**src/rtl/switch_input_arbiter.sv**
```systemverilog
// Round-robin arbiter sharing one switch input port among NUM_REQ packet sources.
// Holds the grant for a whole DA,SA,LENGTH,payload,PARITY frame and inserts idle gaps between frames.
module switch_input_arbiter #(
  parameter int unsigned NUM_REQ    = 4,
  parameter int unsigned GAP_CYCLES = 1
) (
  input  logic                   clock,
  input  logic                   reset,
  input  logic [NUM_REQ-1:0]     req_valid,
  input  logic [NUM_REQ*8-1:0]   req_data,
  output logic [NUM_REQ-1:0]     req_ready,
  output logic [7:0]             sw_data,
  output logic                   sw_enable,
  output logic [2:0]             grant_id,
  output logic                   busy,
  output logic                   pkt_done,
  output logic                   underrun
);

  localparam int unsigned IDX_W = (NUM_REQ > 1) ? $clog2(NUM_REQ) : 1;
  localparam int unsigned CNT_W = 9;
  localparam int unsigned GAP_W = 4;

  typedef enum logic [2:0] {
    S_IDLE,
    S_HEADER,
    S_PAYLOAD,
    S_PARITY,
    S_GAP
  } state_e;

  state_e             state_q;
  logic [IDX_W-1:0]   grant_q;
  logic [IDX_W-1:0]   rr_q;
  logic [7:0]         len_q;
  logic [CNT_W-1:0]   cnt_q;
  logic [GAP_W-1:0]   gap_q;
  logic [7:0]         sw_data_q;
  logic               sw_enable_q;
  logic               pkt_done_q;
  logic               underrun_q;

  logic               xfer;
  logic               accept;
  logic               sel_valid;
  logic [7:0]         sel_data;
  logic               any_valid;
  logic [IDX_W-1:0]   winner_d;
  logic [IDX_W-1:0]   rr_d;
  logic [2*NUM_REQ-1:0] dbl_valid;
  logic [NUM_REQ-1:0] rot_valid;
  int                 win_sum;

  assign xfer   = (state_q == S_HEADER) || (state_q == S_PAYLOAD) || (state_q == S_PARITY);
  assign accept = xfer & sel_valid;

  // Granted requester's byte/valid; ready depends on state and grant only, never on valid.
  always_comb begin
    sel_valid = 1'b0;
    sel_data  = '0;
    req_ready = '0;
    for (int i = 0; i < int'(NUM_REQ); i++) begin
      if (grant_q == IDX_W'(i)) begin
        sel_valid    = req_valid[i];
        sel_data     = req_data[i*8 +: 8];
        req_ready[i] = xfer;
      end
    end
  end

  // Rotate the valid vector so bit 0 is the rr pointer; lowest set offset wins.
  always_comb begin
    dbl_valid = {req_valid, req_valid};
    rot_valid = NUM_REQ'(dbl_valid >> rr_q);
    any_valid = 1'b0;
    win_sum   = int'(rr_q);
    for (int k = int'(NUM_REQ) - 1; k >= 0; k--) begin
      if (rot_valid[k]) begin
        any_valid = 1'b1;
        win_sum   = int'(rr_q) + k;
      end
    end
    if (win_sum >= int'(NUM_REQ)) begin
      win_sum = win_sum - int'(NUM_REQ);
    end
    winner_d = IDX_W'(win_sum);
    rr_d     = (winner_d == IDX_W'(NUM_REQ - 1)) ? '0 : winner_d + IDX_W'(1);
  end

  always_ff @(posedge clock or posedge reset) begin
    if (reset) begin
      state_q     <= S_IDLE;
      grant_q     <= '0;
      rr_q        <= '0;
      len_q       <= '0;
      cnt_q       <= '0;
      gap_q       <= '0;
      sw_data_q   <= '0;
      sw_enable_q <= 1'b0;
      pkt_done_q  <= 1'b0;
      underrun_q  <= 1'b0;
    end else begin
      sw_enable_q <= accept;
      pkt_done_q  <= 1'b0;
      underrun_q  <= xfer & ~sel_valid;
      if (accept) begin
        sw_data_q <= sel_data;
      end
      case (state_q)
        S_IDLE: begin
          if (any_valid) begin
            grant_q <= winner_d;
            rr_q    <= rr_d;
            cnt_q   <= '0;
            state_q <= S_HEADER;
          end
        end
        S_HEADER: begin
          if (accept) begin
            if (cnt_q == CNT_W'(2)) begin
              len_q   <= sel_data;
              cnt_q   <= '0;
              state_q <= (sel_data == 8'd0) ? S_PARITY : S_PAYLOAD;
            end else begin
              cnt_q <= cnt_q + CNT_W'(1);
            end
          end
        end
        S_PAYLOAD: begin
          // 9-bit count so a 255-byte payload terminates without wrapping
          if (accept) begin
            if (cnt_q + CNT_W'(1) == CNT_W'(len_q)) begin
              cnt_q   <= '0;
              state_q <= S_PARITY;
            end else begin
              cnt_q <= cnt_q + CNT_W'(1);
            end
          end
        end
        S_PARITY: begin
          if (accept) begin
            pkt_done_q <= 1'b1;
            gap_q      <= '0;
            state_q    <= (GAP_CYCLES > 0) ? S_GAP : S_IDLE;
          end
        end
        S_GAP: begin
          if (gap_q == GAP_W'(GAP_CYCLES - 1)) begin
            gap_q   <= '0;
            state_q <= S_IDLE;
          end else begin
            gap_q <= gap_q + GAP_W'(1);
          end
        end
        default: state_q <= S_IDLE;
      endcase
    end
  end

  assign sw_data   = sw_data_q;
  assign sw_enable = sw_enable_q;
  assign grant_id  = 3'(grant_q);
  assign busy      = xfer;
  assign pkt_done  = pkt_done_q;
  assign underrun  = underrun_q;

endmodule

```
**config.mk**
```make
export PLATFORM = sky130hd
export DESIGN_NAME = switch_input_arbiter
export DESIGN_NICKNAME = d
export VERILOG_FILES = /design/src/rtl/switch_input_arbiter.sv
export SDC_FILE = /design/constraint.sdc
export NUM_CORES = 1
export LEC_CHECK = 0
export ABC_CLOCK_PERIOD_IN_PS = 1900
export CORE_ASPECT_RATIO = 1.25
export CORE_MARGIN = 3
export CORE_UTILIZATION = 45
export DETAILED_ROUTE_END_ITERATION = 7
export PLACE_DENSITY = 0.76
export SLEW_MARGIN = 20
export SYNTH_ARGS = -nofsm -noshare
export SYNTH_HDL_FRONTEND = slang
export SYNTH_SLANG_ARGS = --single-unit
```
**constraint.sdc**
```tcl
create_clock -name clock -period 1.9 [get_ports clock]
set_input_delay 0.19 -clock clock [delete_from_list [all_inputs] [get_ports clock]]
set_output_delay 0.19 -clock clock [all_outputs]
set_load 0.05 [all_outputs]
```
# Yosys cells after proc, flatten, opt, wreduce, memory -nomap -nowiden
# Index checks and enable logic that the tools add are counted.
# classes
add_sub_neg	7
n_lt_le_gt_ge	1
eq_ne	17
shifts	1
mux	42
n_bitwise	3
reduce_logical	13
# op_table
operator	count
32-bit two-way mux	3
9-bit two-way mux	5
32-bit by 4-bit >= comparator with 1-bit output, second input constant	1
8-bit two-way mux	4
9-bit case mux with 3 select lines	1
3-bit two-way mux	8
1-bit two-way mux	15
3-bit case mux with 5 select lines	1
2-bit inequality test, second input constant	5
9-bit by 1-bit adder with 9-bit output, second input constant	1
9-bit by 2-bit equality test with 1-bit output, second input constant	1
9-bit by 8-bit equality test with 1-bit output	1
8-bit zero test	1
4-bit two-way mux	2
4-bit case mux with 2 select lines	1
8-bit by 2-bit right shift with 4-bit output	1
7-bit AND reduction	1
2-bit by 2-bit adder with 3-bit output, second input constant	2
2-bit equality test, second input constant	3
3-bit by 2-bit equality test with 1-bit output, second input constant	2
4-bit by 1-bit adder with 4-bit output, second input constant	1
4-bit zero test	1
2-bit two-way mux	2
2-bit by 1-bit inequality test with 1-bit output, second input constant	2
other kinds (16)	19
# totals
register_bits	39
inputBits	38
output_inout_bits	19
elab_cells	94

# Longest topological paths before layout
# depth
word_depth	10
mapped_depth	9
mapped_depth_nobuf	8

# Worst setup path before layout
# OpenSTA, ideal clock, no wires.
# synth_timing
path_kind	reg-to-output
start	register grant_q[1]
end	output req_ready[2]
arrival_time_ns	2.695
required_ns	1.710
slack_ns	-0.985
path_stages_with_launch	3
cell_sequence	dfrtp_1 -> clkbuf_1 -> nor4b_1
# synth_between
elab_chain_cells	2
# synth_lines
element	line_no	text
from (decl)	33	logic [IDX_W-1:0] grant_q;
from (signal assigned)	112	grant_q <= winner_d;
2-bit equality test	63	if (grant_q == IDX_W'(i)) begin
1-bit two-way mux	63	
to (decl)	11	output logic [NUM_REQ-1:0] req_ready,
# Every way passes these cells.

# Worst setup path after layout
# layout_timing
start	register grant_q[0]
end	register state_q[0]
# layout_between
elab_chain_cells	10
# layout_lines
element	line_no	text
2-bit zero test	63	
8-bit two-way mux (4 in a row)	63	
8-bit zero test	123	state_q <= (sel_data == 8'd0) ? S_PARITY : S_PAYLOAD;
1-bit two-way mux	123	
3-bit two-way mux	120	if (cnt_q == CNT_W'(2)) begin
3-bit two-way mux	119	if (accept) begin
3-bit case mux with 5 select lines	109	case (state_q)
to (signal assigned)	123	
to (signal assigned)	144	state_q <= (GAP_CYCLES > 0) ? S_GAP : S_IDLE;
to (decl)	32	state_e state_q;
# Several ways; a longest one is shown, not always the timed one. The select of a mux whose other input is x is not followed.
# A chain may end at the register's enable or synchronous reset.

==> results.yml <==
status:
  status: "finished, violations left"
  violations: "negative setup slack"
detailed_routing:
  first_iter_violations: 93
  wl_per_cell_um: 17.1
  ant_nets: 0
  drt_pre_antenna_iters: 4
  viasPerCell: 5.68
  vias: 2370
  drc_errors: 0
  wirelength_um: 7130
setup_path:
  required_ns: 2.07
  path_max_fanout: 4
  reg2reg_depth: 7
  crit_type: "reg -> reg"
  end_kind: "flop"
  cp-start-kind: "flop"
  crit_arrival_ns: 2.15
layout:
  mostFrequentLayoutCell: "buf_4"
  antenna_cells: 0
  final_util: 0.744
  seqCellArea_um2: 978
  fillerInstances: 358
  multiInputGateArea_mm2: 0.00160
  syn2layout_area_growth_pct: 55.5
  nNetsFinal: 397
  final_cell_count_no_fill: 417
  drive_above_1_share: 0.358
  final_cell_mix: "buf_4, clkdlybuf4s50_1, dfrtp_1, nand2_1"
die:
  rows: 29
  start_util: 0.479
  io_pins: 57
  dieArea_mm2: 0.00649
  die_h_um: 89.4
  core_mm2: 0.00523
  die_w_um: 72.7
logic_synthesis:
  ys_seq_area_frac: 0.390
  synthCells: 249
  syn_nets: 292
  async_flop_share: 1.00
  yosysTopAreaCell: "dfrtp_1"
  ys_ff_latch: 39
  synth_edf_count: 0
  synth_top_area_frac: 0.390
  yosysWarnings: 0
  postSynthAreaPerCell_um2: 10.0
  synth_area_leaders: "dfrtp_1, mux2_2, mux4_2"
  synth_cell_types: 50
  synth-main-ff-cell: "dfrtp_1"
  synthesis.area_mm2: 0.00250
run:
  drv_cap: 0
power:
  p_leak_nw: 1.71
  power.total_w: 0.00649
  powerDensity_mw_per_mm2: 1670
  ir_drop_mv: 1.39
sta:
  finalSetupViolCount: 16
  final-hold-violation-count: 0
  finalCriticalPeriod_ns: 1.98
  drv_slew: 0
  rsz0062_at_grt: "true"
  fin_crit_sh: 1.04
  worst_slack_ns: -0.0790
  skew_ns: 0.0131
  worst_pin_slew_ns: 0.520
  tns_ns: -0.693
  relSlewSlack: 0.652
  timing.fmax_mhz: 505
global_route:
  grt_antenna_before_repair: 0
  grt_usage: 0.237
  grt_max_degree: 40
  grt_overflow: 0
  grt_pass1_vias: 2429
  grt_pass1_wl_um: 11900
clocking:
  cts_max_path_buffers: 2
  numCtsBuffers: 5
  clkLatencyLatePin_ns: 0.29
  cts.sinks: 39
  h-tree-depth: 2
  cts_tree: "yes"
  cts_root_buffer: "clkbuf_8"
  clk_pin_slew_worst_paths_ns: 0.08
place:
  gp_congestion: 0.826
  dp_slack_ns: -0.255
  place_hpwl_um: 5000
  place_inst: 406
  port_buffers: 55
min_path:
  min_path_type: "in -> async"
cell usage after synthesis (all sizes together), types with 2 or more instances:
library cell,number
or4,2
o31ai,4
mux2,19
nand3,8
nor2,18
and3,4
o21ai,18
nor2b,8
ha,5
dfrtp,39
nor4b,2
nand2b,2
a211o,2
o211a,2
nand3b,2
a21oi,5
o221ai,2
and2,3
nand4,2
nand2,22
nor3,5
xnor2,7
buf,9
mux4,9
inv,13
clkbuf,5
nor4,6
a21o,3
xor2,2
o211ai,6
a22oi,2
cell families after synthesis:
group | synth area share
compound gates | 0.139
other cells | 0.00150
xor+xnor | 0.0405
buf+inv | 0.0510
flops | 0.390
simple gates | 0.185
mux | 0.168
fa+ha+maj | 0.0250
layer usage:
metal	track usage	wire length (µm)	share of wire
met1	0.292	2920	0.41
met2	0.429	3780	0.53
met3	0.0405	320	0.045
met4	0.0570	114	0.016
met5	0	0	0
flip-flops by register name, indices dropped and copies added, names as in the netlist:
name / count
cnt_q: 9
gap_q: 4
grant_q: 2
len_q: 8
pkt_done: 1
rr_q: 2
state_q: 3
sw_data: 8
sw_enable: 1
underrun: 1
path summary, 6_finish.rpt:
kind	startpoint	endpoint	slack [ns]
min in group clock	gap_q[3]	gap_q[3]	0.51
setup / recovery	grant_q[0]	state_q[0]	-0.08
setup reg to reg	grant_q[0]	state_q[0]	-0.08
hold reg to reg	gap_q[3]	gap_q[3]	0.51
max in group asynchronous	reset	cnt_q[2]	1.44
hold / removal	reset	rr_q[1]	0.25
power by group:
part           switching (W)  leakage [nW]  internal, W
logic                0.00222          1.15      0.00211
registers           0.000263         0.492      0.00115
clock network       0.000310        0.0618     0.000432
final cells by class:
type / count / share of cell area
repair buffers: 112 / 0.273
well taps: 62 / 0.0199
flip-flops and latches: 39 / 0.252
multi-input cells: 183 / 0.412
clock inverters: 2 / 0.00997
inverters: 13 / 0.0125
clock buffers: 6 / 0.0212
critical path, stage by stage (launching register included):
cell	delay, ns
dfrtp_2	0.42
mux4_2	0.52
nor2_1	0.10
a21oi_1	0.06
o211ai_2	0.22
buf_4	0.18
nor3_2	0.04
a221o_1	0.33
what timing repair did:
action | CTS | global route
pin swaps | 6 | 1
hold buffers | 0 | 0
setup buffers | 3 | 0
resized for setup | 30 | 6
endpoints found under the setup margin | 19 | 22
through the flow:
step | area, µm² | hold WS (ns)
detailed placement | 3560 | 0.473
floorplan | 2570 | 0.395
CTS | 3870 | 0.255
finish | 3890 | 0.248
global route | 3890 | 0.283
global placement | 3560 | 0.479
No activity file was read; power rests on OpenSTA's default activity.
